File: src/rtl/mode_sequencer_pkg.sv
// Shared definitions for the mode sequencer and the background renderer.
// Holds the sequencer state encoding, the menu-mode cursor limits and the
// width of the limit value bus driven to the mouse controller.
package mode_sequencer_pkg;

  // Stable states are StMenu and StGame; the others belong to a limit-write sequence.
  typedef enum logic [2:0] {
    StMenu,
    StWaitVbG,
    StCfgG,
    StGame,
    StWaitVbM,
    StCfgM
  } mode_state_e;

  localparam int unsigned ValueWidth = 12;

  // Menu mode lets the cursor roam the whole 1024x768 screen.
  localparam int unsigned MenuMinX = 0;
  localparam int unsigned MenuMinY = 0;
  localparam int unsigned MenuMaxX = 1023;
  localparam int unsigned MenuMaxY = 767;

endpackage

File: src/rtl/button_debounce.sv
// Button conditioning: 2-flop synchronizer followed by a debounce counter.
// The accepted level flips only after DEBOUNCE_CYCLES consecutive synchronized
// samples that disagree with it; a low-to-high flip yields a one-cycle pulse.
// Ports:
//   pclk   - clock
//   rst    - synchronous active-high reset
//   button - raw asynchronous button input
//   rise   - single-cycle pulse on an accepted rising edge
module button_debounce #(
  parameter int unsigned DEBOUNCE_CYCLES = 650000
) (
  input  logic pclk,
  input  logic rst,
  input  logic button,
  output logic rise
);

  localparam int unsigned CntWidth = $clog2(DEBOUNCE_CYCLES + 1);
  localparam logic [CntWidth-1:0] CntLast = CntWidth'(DEBOUNCE_CYCLES - 1);

  logic                meta_q;
  logic                sync_q;
  logic                level_q;
  logic                rise_q;
  logic [CntWidth-1:0] cnt_q;

  always_ff @(posedge pclk) begin
    if (rst) begin
      meta_q  <= 1'b0;
      sync_q  <= 1'b0;
      level_q <= 1'b0;
      rise_q  <= 1'b0;
      cnt_q   <= '0;
    end else begin
      meta_q <= button;
      sync_q <= meta_q;
      rise_q <= 1'b0;
      if (sync_q == level_q) begin
        cnt_q <= '0;
      end else if (cnt_q == CntLast) begin
        // This sample completes the run of DEBOUNCE_CYCLES disagreeing samples.
        level_q <= sync_q;
        rise_q  <= sync_q;
        cnt_q   <= '0;
      end else begin
        cnt_q <= cnt_q + 1'b1;
      end
    end
  end

  assign rise = rise_q;

endmodule

File: src/rtl/mode_sequencer.sv
// Menu/game mode sequencer. Button requests (debounced) and the game-over pulse
// move between MENU and GAME; each move waits for a fresh vertical blanking rise,
// then writes the new cursor limits to the mouse controller as four one-cycle
// strobes (min_x, max_x, min_y, max_y). Mode flags switch after the last strobe.
// Ports:
//   pclk, rst                 - clock, synchronous active-high reset
//   game_button, menu_button  - raw asynchronous buttons
//   vblnk_in                  - vertical blanking, pclk domain
//   game_over_in              - one-cycle pulse forcing a return to menu
//   game_on, menu_on          - registered, mutually exclusive mode flags
//   setmin_x .. setmax_y      - limit-write strobes
//   value                     - limit value, zero when no strobe is high
//   cfg_busy                  - a mode change is in progress
module mode_sequencer
  import mode_sequencer_pkg::*;
#(
  parameter int unsigned MIN_X           = 361,
  parameter int unsigned MAX_X           = 661,
  parameter int unsigned MIN_Y           = 367,
  parameter int unsigned MAX_Y           = 667,
  parameter int unsigned MENU_MAX_X      = MenuMaxX,
  parameter int unsigned MENU_MAX_Y      = MenuMaxY,
  parameter int unsigned DEBOUNCE_CYCLES = 650000
) (
  input  logic        pclk,
  input  logic        rst,
  input  logic        game_button,
  input  logic        menu_button,
  input  logic        vblnk_in,
  input  logic        game_over_in,
  output logic        game_on,
  output logic        menu_on,
  output logic        setmin_x,
  output logic        setmax_x,
  output logic        setmin_y,
  output logic        setmax_y,
  output logic [11:0] value,
  output logic        cfg_busy
);

  logic game_rise;
  logic menu_rise;

  button_debounce #(
    .DEBOUNCE_CYCLES(DEBOUNCE_CYCLES)
  ) u_game_db (
    .pclk  (pclk),
    .rst   (rst),
    .button(game_button),
    .rise  (game_rise)
  );

  button_debounce #(
    .DEBOUNCE_CYCLES(DEBOUNCE_CYCLES)
  ) u_menu_db (
    .pclk  (pclk),
    .rst   (rst),
    .button(menu_button),
    .rise  (menu_rise)
  );

  mode_state_e     state_q;
  logic [1:0]      step_q;
  logic            vb_q;
  logic            pend_game_q;
  logic            pend_menu_q;
  logic            game_on_q;
  logic            menu_on_q;
  logic [3:0]      strobe_q;  // {min_x, max_x, min_y, max_y}
  logic [11:0]     value_q;
  logic            cfg_busy_q;

  logic game_req;
  logic menu_req;
  logic vb_rise;
  logic cfg_game;

  always_comb begin
    game_req = game_rise;
    menu_req = menu_rise | game_over_in;
    vb_rise  = vblnk_in & ~vb_q;
    cfg_game = (state_q == StWaitVbG) || (state_q == StCfgG);
  end

  function automatic logic [11:0] limit_value(input logic game, input logic [1:0] idx);
    logic [11:0] v;
    unique case (idx)
      2'd0:    v = game ? 12'(MIN_X) : 12'(MenuMinX);
      2'd1:    v = game ? 12'(MAX_X) : 12'(MENU_MAX_X);
      2'd2:    v = game ? 12'(MIN_Y) : 12'(MenuMinY);
      default: v = game ? 12'(MAX_Y) : 12'(MENU_MAX_Y);
    endcase
    return v;
  endfunction

  always_ff @(posedge pclk) begin
    if (rst) begin
      // Restart straight into the menu write so the mouse limits are known.
      state_q     <= StCfgM;
      step_q      <= 2'd0;
      vb_q        <= 1'b0;
      pend_game_q <= 1'b0;
      pend_menu_q <= 1'b0;
      game_on_q   <= 1'b0;
      menu_on_q   <= 1'b1;
      strobe_q    <= 4'b0000;
      value_q     <= '0;
      cfg_busy_q  <= 1'b1;
    end else begin
      vb_q     <= vblnk_in;
      strobe_q <= 4'b0000;
      value_q  <= '0;
      unique case (state_q)
        StMenu: begin
          menu_on_q   <= 1'b1;
          game_on_q   <= 1'b0;
          pend_game_q <= 1'b0;
          pend_menu_q <= 1'b0;  // a menu request pending on arrival here is dropped
          cfg_busy_q  <= 1'b0;
          if ((game_req || pend_game_q) && !menu_req) begin
            state_q    <= StWaitVbG;
            cfg_busy_q <= 1'b1;
          end
        end
        StGame: begin
          game_on_q   <= 1'b1;
          menu_on_q   <= 1'b0;
          pend_game_q <= 1'b0;
          pend_menu_q <= 1'b0;
          cfg_busy_q  <= 1'b0;
          if (menu_req || pend_menu_q) begin
            state_q    <= StWaitVbM;
            cfg_busy_q <= 1'b1;
          end
        end
        StWaitVbG, StWaitVbM: begin
          pend_game_q <= pend_game_q | game_req;
          pend_menu_q <= pend_menu_q | menu_req;
          // The qualifying vblank edge also issues the first strobe.
          if (vb_rise) begin
            strobe_q <= 4'b1000;
            value_q  <= limit_value(cfg_game, 2'd0);
            step_q   <= 2'd1;
            state_q  <= cfg_game ? StCfgG : StCfgM;
          end
        end
        StCfgG, StCfgM: begin
          pend_game_q <= pend_game_q | game_req;
          pend_menu_q <= pend_menu_q | menu_req;
          strobe_q    <= 4'b1000 >> step_q;
          value_q     <= limit_value(cfg_game, step_q);
          step_q      <= step_q + 2'd1;
          if (step_q == 2'd3) begin
            state_q <= cfg_game ? StGame : StMenu;
          end
        end
        default: begin
          state_q <= StCfgM;
          step_q  <= 2'd0;
        end
      endcase
    end
  end

  assign game_on  = game_on_q;
  assign menu_on  = menu_on_q;
  assign setmin_x = strobe_q[3];
  assign setmax_x = strobe_q[2];
  assign setmin_y = strobe_q[1];
  assign setmax_y = strobe_q[0];
  assign value    = value_q;
  assign cfg_busy = cfg_busy_q;

endmodule

File: config.mk
export PLATFORM = sky130hd
export DESIGN_NAME = mode_sequencer
export DESIGN_NICKNAME = d
export VERILOG_FILES = /design/src/rtl/mode_sequencer_pkg.sv /design/src/rtl/button_debounce.sv /design/src/rtl/mode_sequencer.sv
export SDC_FILE = /design/constraint.sdc
export NUM_CORES = 1
export LEC_CHECK = 0
export BUFFER_PORTS_ARGS = -buffer_cell sky130_fd_sc_hd__buf_2
export CAP_MARGIN = 10
export CORE_ASPECT_RATIO = 0.6
export CORE_MARGIN = 2
export CORE_UTILIZATION = 55
export DETAILED_ROUTE_END_ITERATION = 10
export GPL_TIMING_DRIVEN = 0
export HOLD_SLACK_MARGIN = 0.02
export PLACE_DENSITY = 0.74
export SYNTH_ARGS = -nofsm -noshare
export SYNTH_HDL_FRONTEND = slang
export SYNTH_SLANG_ARGS = --single-unit
File: constraint.sdc
create_clock -name pclk -period 1.99 [get_ports pclk]
set_input_delay 0 -clock pclk [delete_from_list [all_inputs] [get_ports pclk]]
set_output_delay 0 -clock pclk [all_outputs]
set_load 0.01 [all_outputs]
==> results.cfg <==
[worst_hold_path]
hp-class = primary input to register

[detailed_routing]
drc = 0
detail_route.iter0.violations = 128
firstDrtPassIters = 5
route.detailed.wl_per_inst_um = 13.18
via_total_after_detailed_routing = 2509
via_per_inst = 5.384
routed_wirelength_um = 6142
ant_nets = 0

[yosys]
synthAdderAreaFrac_pct = 2.420
ys_async_sr_fraction_pct = 0
muxShareOfSynthArea_pct = 1.291
synthesis.area_per_instance_um2 = 8.737
synth_sequential_area_ratio_pct = 45.18
synthFlopType = dfxtp_1
cell_area_after_synthesis_um2 = 3102
fraction_of_the_mapped_netlist_area_in_compound_gates_pct = 8.552
xor_xnor_portion_of_the_synthesized_cell_area_pct = 10.73
yosysWarningCount = 0
postSynthRegisterBits = 70
synth-edff-count = 0
dominant_combinational_cell_family_by_area_after_synthesis = simple AND/OR/NAND/NOR gates
ys_types = 49
syn_inst = 355
synth_simple_gate_area_share_pct = 27.15

[clocking]
cts.clk_slew.worst_paths_ns = 0.07
ctsLongestPathBuffers = 2
htree_levels = 3
clk_latency_ns = 0.34
cts.sink_count = 70
cts_root_buf = clkbuf_8
clock_tree_from_tritoncts = yes
tritoncts.num_buffers = 9

[placed_design]
numPortBuffers = 22
gp_routability_congestion = 0.9070
post_dp_cell_area_um2 = 3302
place.detailed.hpwl_um = 4324

[setup_path]
worstSetupStartpointType = register
crit_chain = ha_2, nand3_2, or4_4, buf_2, nand2_4, buf_8, nor2_1
timing.setup.critical_path_class = register to register
timing.critical_path.slowest_stage_cell = or4_4
reg2reg_slack_ns = 0.1
timing.critical_path.required_ns = 2.22
cp_max_fo = 10
crit_family = simple AND/OR/NAND/NOR gates
worstPathArrival_ns = 2.12
crit_path_end_kind = register
crit_buf_inv = 2
critical_path.max_stage_delay_ns = 0.57

[global_routing]
grt_first_pass_wirelength_um = 10170
grt_antenna_before_repair = 0
global_route.usage.total_pct = 20.39
overflow_left_after_global_routing = 0
grt_start_max_net_pins = 12
number_of_global_route_vias_before_repair = 2162

[cells_and_area]
finish.net_count = 404
seqCellArea_um2 = 1403
area_added_between_synthesis_and_finish_pct = 15.21
multiInputGateArea_um2 = 1598
post-route-util_pct = 64.76
fraction_of_layout_cells_with_a_size_suffix_above_1_pct = 15.37
num_antenna_cells = 0
fillerInstances = 469
final_std_cell_area_no_fill_um2 = 3573

[sta]
final_max_slew_viol_count = 0
max_freq_mhz = 528.7
rsz0062_at_grt = no
worst_slew_pin_slew_ns = 0.5112
finalHoldViolations = 0
maxSlewHeadroom_pct = 65.66
finalCriticalPeriod_ns = 1.891
final_layout_worst_hold_slack_ns = 0.08284
fin_skew_ns = 0.007162
setup_viol = 0
timing.final.crit_share_pct = 95.04

[floorplan]
chipWidth_um = 101.0
initial_core_util_pct = 56.21
core_region_area_um2 = 5518
std_cell_rows = 21
dieHeight_um = 62.17
io_pins = 25
die_area_um2 = 6276

[power]
cellPowerDensity_nw_per_um2 = 1013
leakage_uw = 0.001358
irDropWorstVdd_mv = 0.4934
p_total_uw = 3619

[status]
status = finished clean

[job]
maxCapViolCount = 0
==> registers in the layout, indices dropped and copies added, names as in the netlist, named ones only <==
| signal | count |
|---|---|
| u_game_db.cnt_q | 20 |
| u_menu_db.cnt_q | 20 |
| value | 7 |
| strobe_q | 4 |
| state_q | 2 |
| step_q | 2 |
| cfg_busy | 1 |
| game_on | 1 |
| menu_on | 1 |
| pend_game_q | 1 |
| pend_menu_q | 1 |
| u_game_db.level_q | 1 |
| u_game_db.meta_q | 1 |
| u_game_db.rise | 1 |
| u_game_db.sync_q | 1 |
| u_menu_db.level_q | 1 |
| u_menu_db.meta_q | 1 |
| u_menu_db.rise | 1 |
| u_menu_db.sync_q | 1 |
| vb_q | 1 |
==> layout by cell type, fill, tap and decap left out, types with 3 or more instances in the layout <==
master and count:
nor2_1 69, dfxtp_1 69, buf_2 27, xor2_1 23, nand3_1 18, nand2_1 15, xnor2_1 15, nand4_1 11
clkbuf_8 11, nor3_1 10, inv_1 9, a21oi_1 9, nor2b_1 8, and3_1 8, clkbuf_1 7, o21ai_0 6
buf_4 6, nand2b_1 5, nor4_1 5, mux2i_1 4, ha_1 4, and2_1 3, a211oi_1 3, a21o_1 3
a31oi_1 3, dlygate4sd3_1 3
==> synthesized netlist by cell type, types with 2 or more instances <==
| library cell | number | area [um2] |
|---|---|---|
| a211oi_1 | 3 | 22.52 |
| a21oi_1 | 9 | 45.04 |
| nand3_1 | 19 | 95.09 |
| or4_1 | 2 | 15.01 |
| buf_2 | 5 | 25.02 |
| ha_1 | 6 | 75.07 |
| a2bb2oi_1 | 2 | 17.52 |
| o21ai_0 | 6 | 30.03 |
| nor3_1 | 10 | 50.05 |
| nor2b_1 | 8 | 50.05 |
| o22ai_1 | 2 | 12.51 |
| dfxtp_1 | 70 | 1401 |
| a32oi_1 | 2 | 17.52 |
| and2_1 | 3 | 18.77 |
| nand2b_1 | 5 | 31.28 |
| nor2_1 | 69 | 259.0 |
| xnor2_1 | 15 | 131.4 |
| nor4b_1 | 2 | 17.52 |
| clkbuf_1 | 6 | 22.52 |
| or2_2 | 2 | 12.51 |
| and3_1 | 8 | 50.05 |
| nand4_1 | 11 | 68.82 |
| nor4_1 | 6 | 37.54 |
| a31oi_1 | 3 | 18.77 |
| o22a_1 | 2 | 17.52 |
| inv_1 | 9 | 33.78 |
| a21o_1 | 3 | 22.52 |
| mux2i_1 | 4 | 40.04 |
| nand2_1 | 16 | 60.06 |
| xor2_1 | 23 | 201.4 |
| buf_1 | 2 | 7.510 |
| buf_4 | 5 | 37.54 |
==> report_power, final <==
part	switching (uW)	total (uW)	internal (uW)
combinational	497	891	394
sequential	68.6	1580	1510
clock	499	1150	647
==> cell families (layout without fill, tap and decap cells) <==
kind of cell / count (synthesis) / after routing
other: 1 / 2
AO/OA/AOI/OAI: 39 / 39
XOR/XNOR: 38 / 38
flip-flops: 70 / 70
buffers and inverters: 28 / 69
multiplexers: 4 / 4
AND/OR/NAND/NOR: 169 / 169
adder cells (fa/ha/maj): 6 / 6
==> worst paths after layout <==
path                                          from  cells past startpoint                   to
worst min-delay path                           rst                      3   u_game_db.cnt_q[1]
worst max-delay path            u_menu_db.cnt_q[1]                      7  u_menu_db.cnt_q[10]
worst min register to register  u_menu_db.cnt_q[0]                      1   u_menu_db.cnt_q[0]
worst max register to register  u_menu_db.cnt_q[1]                      7  u_menu_db.cnt_q[10]
==> worst reg2reg max path: stages, from the launching register on <==
cell     delay (ns)
dfxtp_1        0.35
ha_2           0.20
nand3_2        0.15
or4_4          0.57
buf_2          0.18
nand2_4        0.13
buf_8          0.15
nor2_1         0.06
==> timing repair <==
| item | CTS | global route |
|---|---|---|
| hold endpoints to repair | 3 | 0 |
| setup buffers | 0 | 1 |
| hold buffers | 3 | 0 |
| pin swaps | 0 | 1 |
| gates resized for setup | 1 | 8 |
| endpoints found under the setup margin | 2 | 32 |
==> per-layer routing <==
layer	part of all wire, %	global-route usage [%]	vias up
met5	0	0	-
met4	0.96	6.926	0
li1	-	-	1284
met2	38	26.25	86
met3	6.5	5.518	6
met1	55	32.13	1133
==> final cells by class <==
class	instances	share of cell area, %
Inverter	9	0.9454
Multi-Input combinational cell	258	44.71
Clock inverter	3	1.190
Sequential cell	70	39.25
Buffer	18	2.906
Tap cell	69	2.416
Timing Repair Buffer	26	4.132
Clock buffer	13	4.447
==> per-stage QoR <==
stage                     TNS (ns)  cells  worst slack [ns]
final                            0    466           0.09869
after global routing             0    466          0.006202
after CTS                        0    466          0.002624
after detailed placement   -0.1289    447          -0.06832
after global placement     -0.1188    447          -0.06004
after floorplan                  0    356            0.1779
Power figures use the tool's default switching activity.
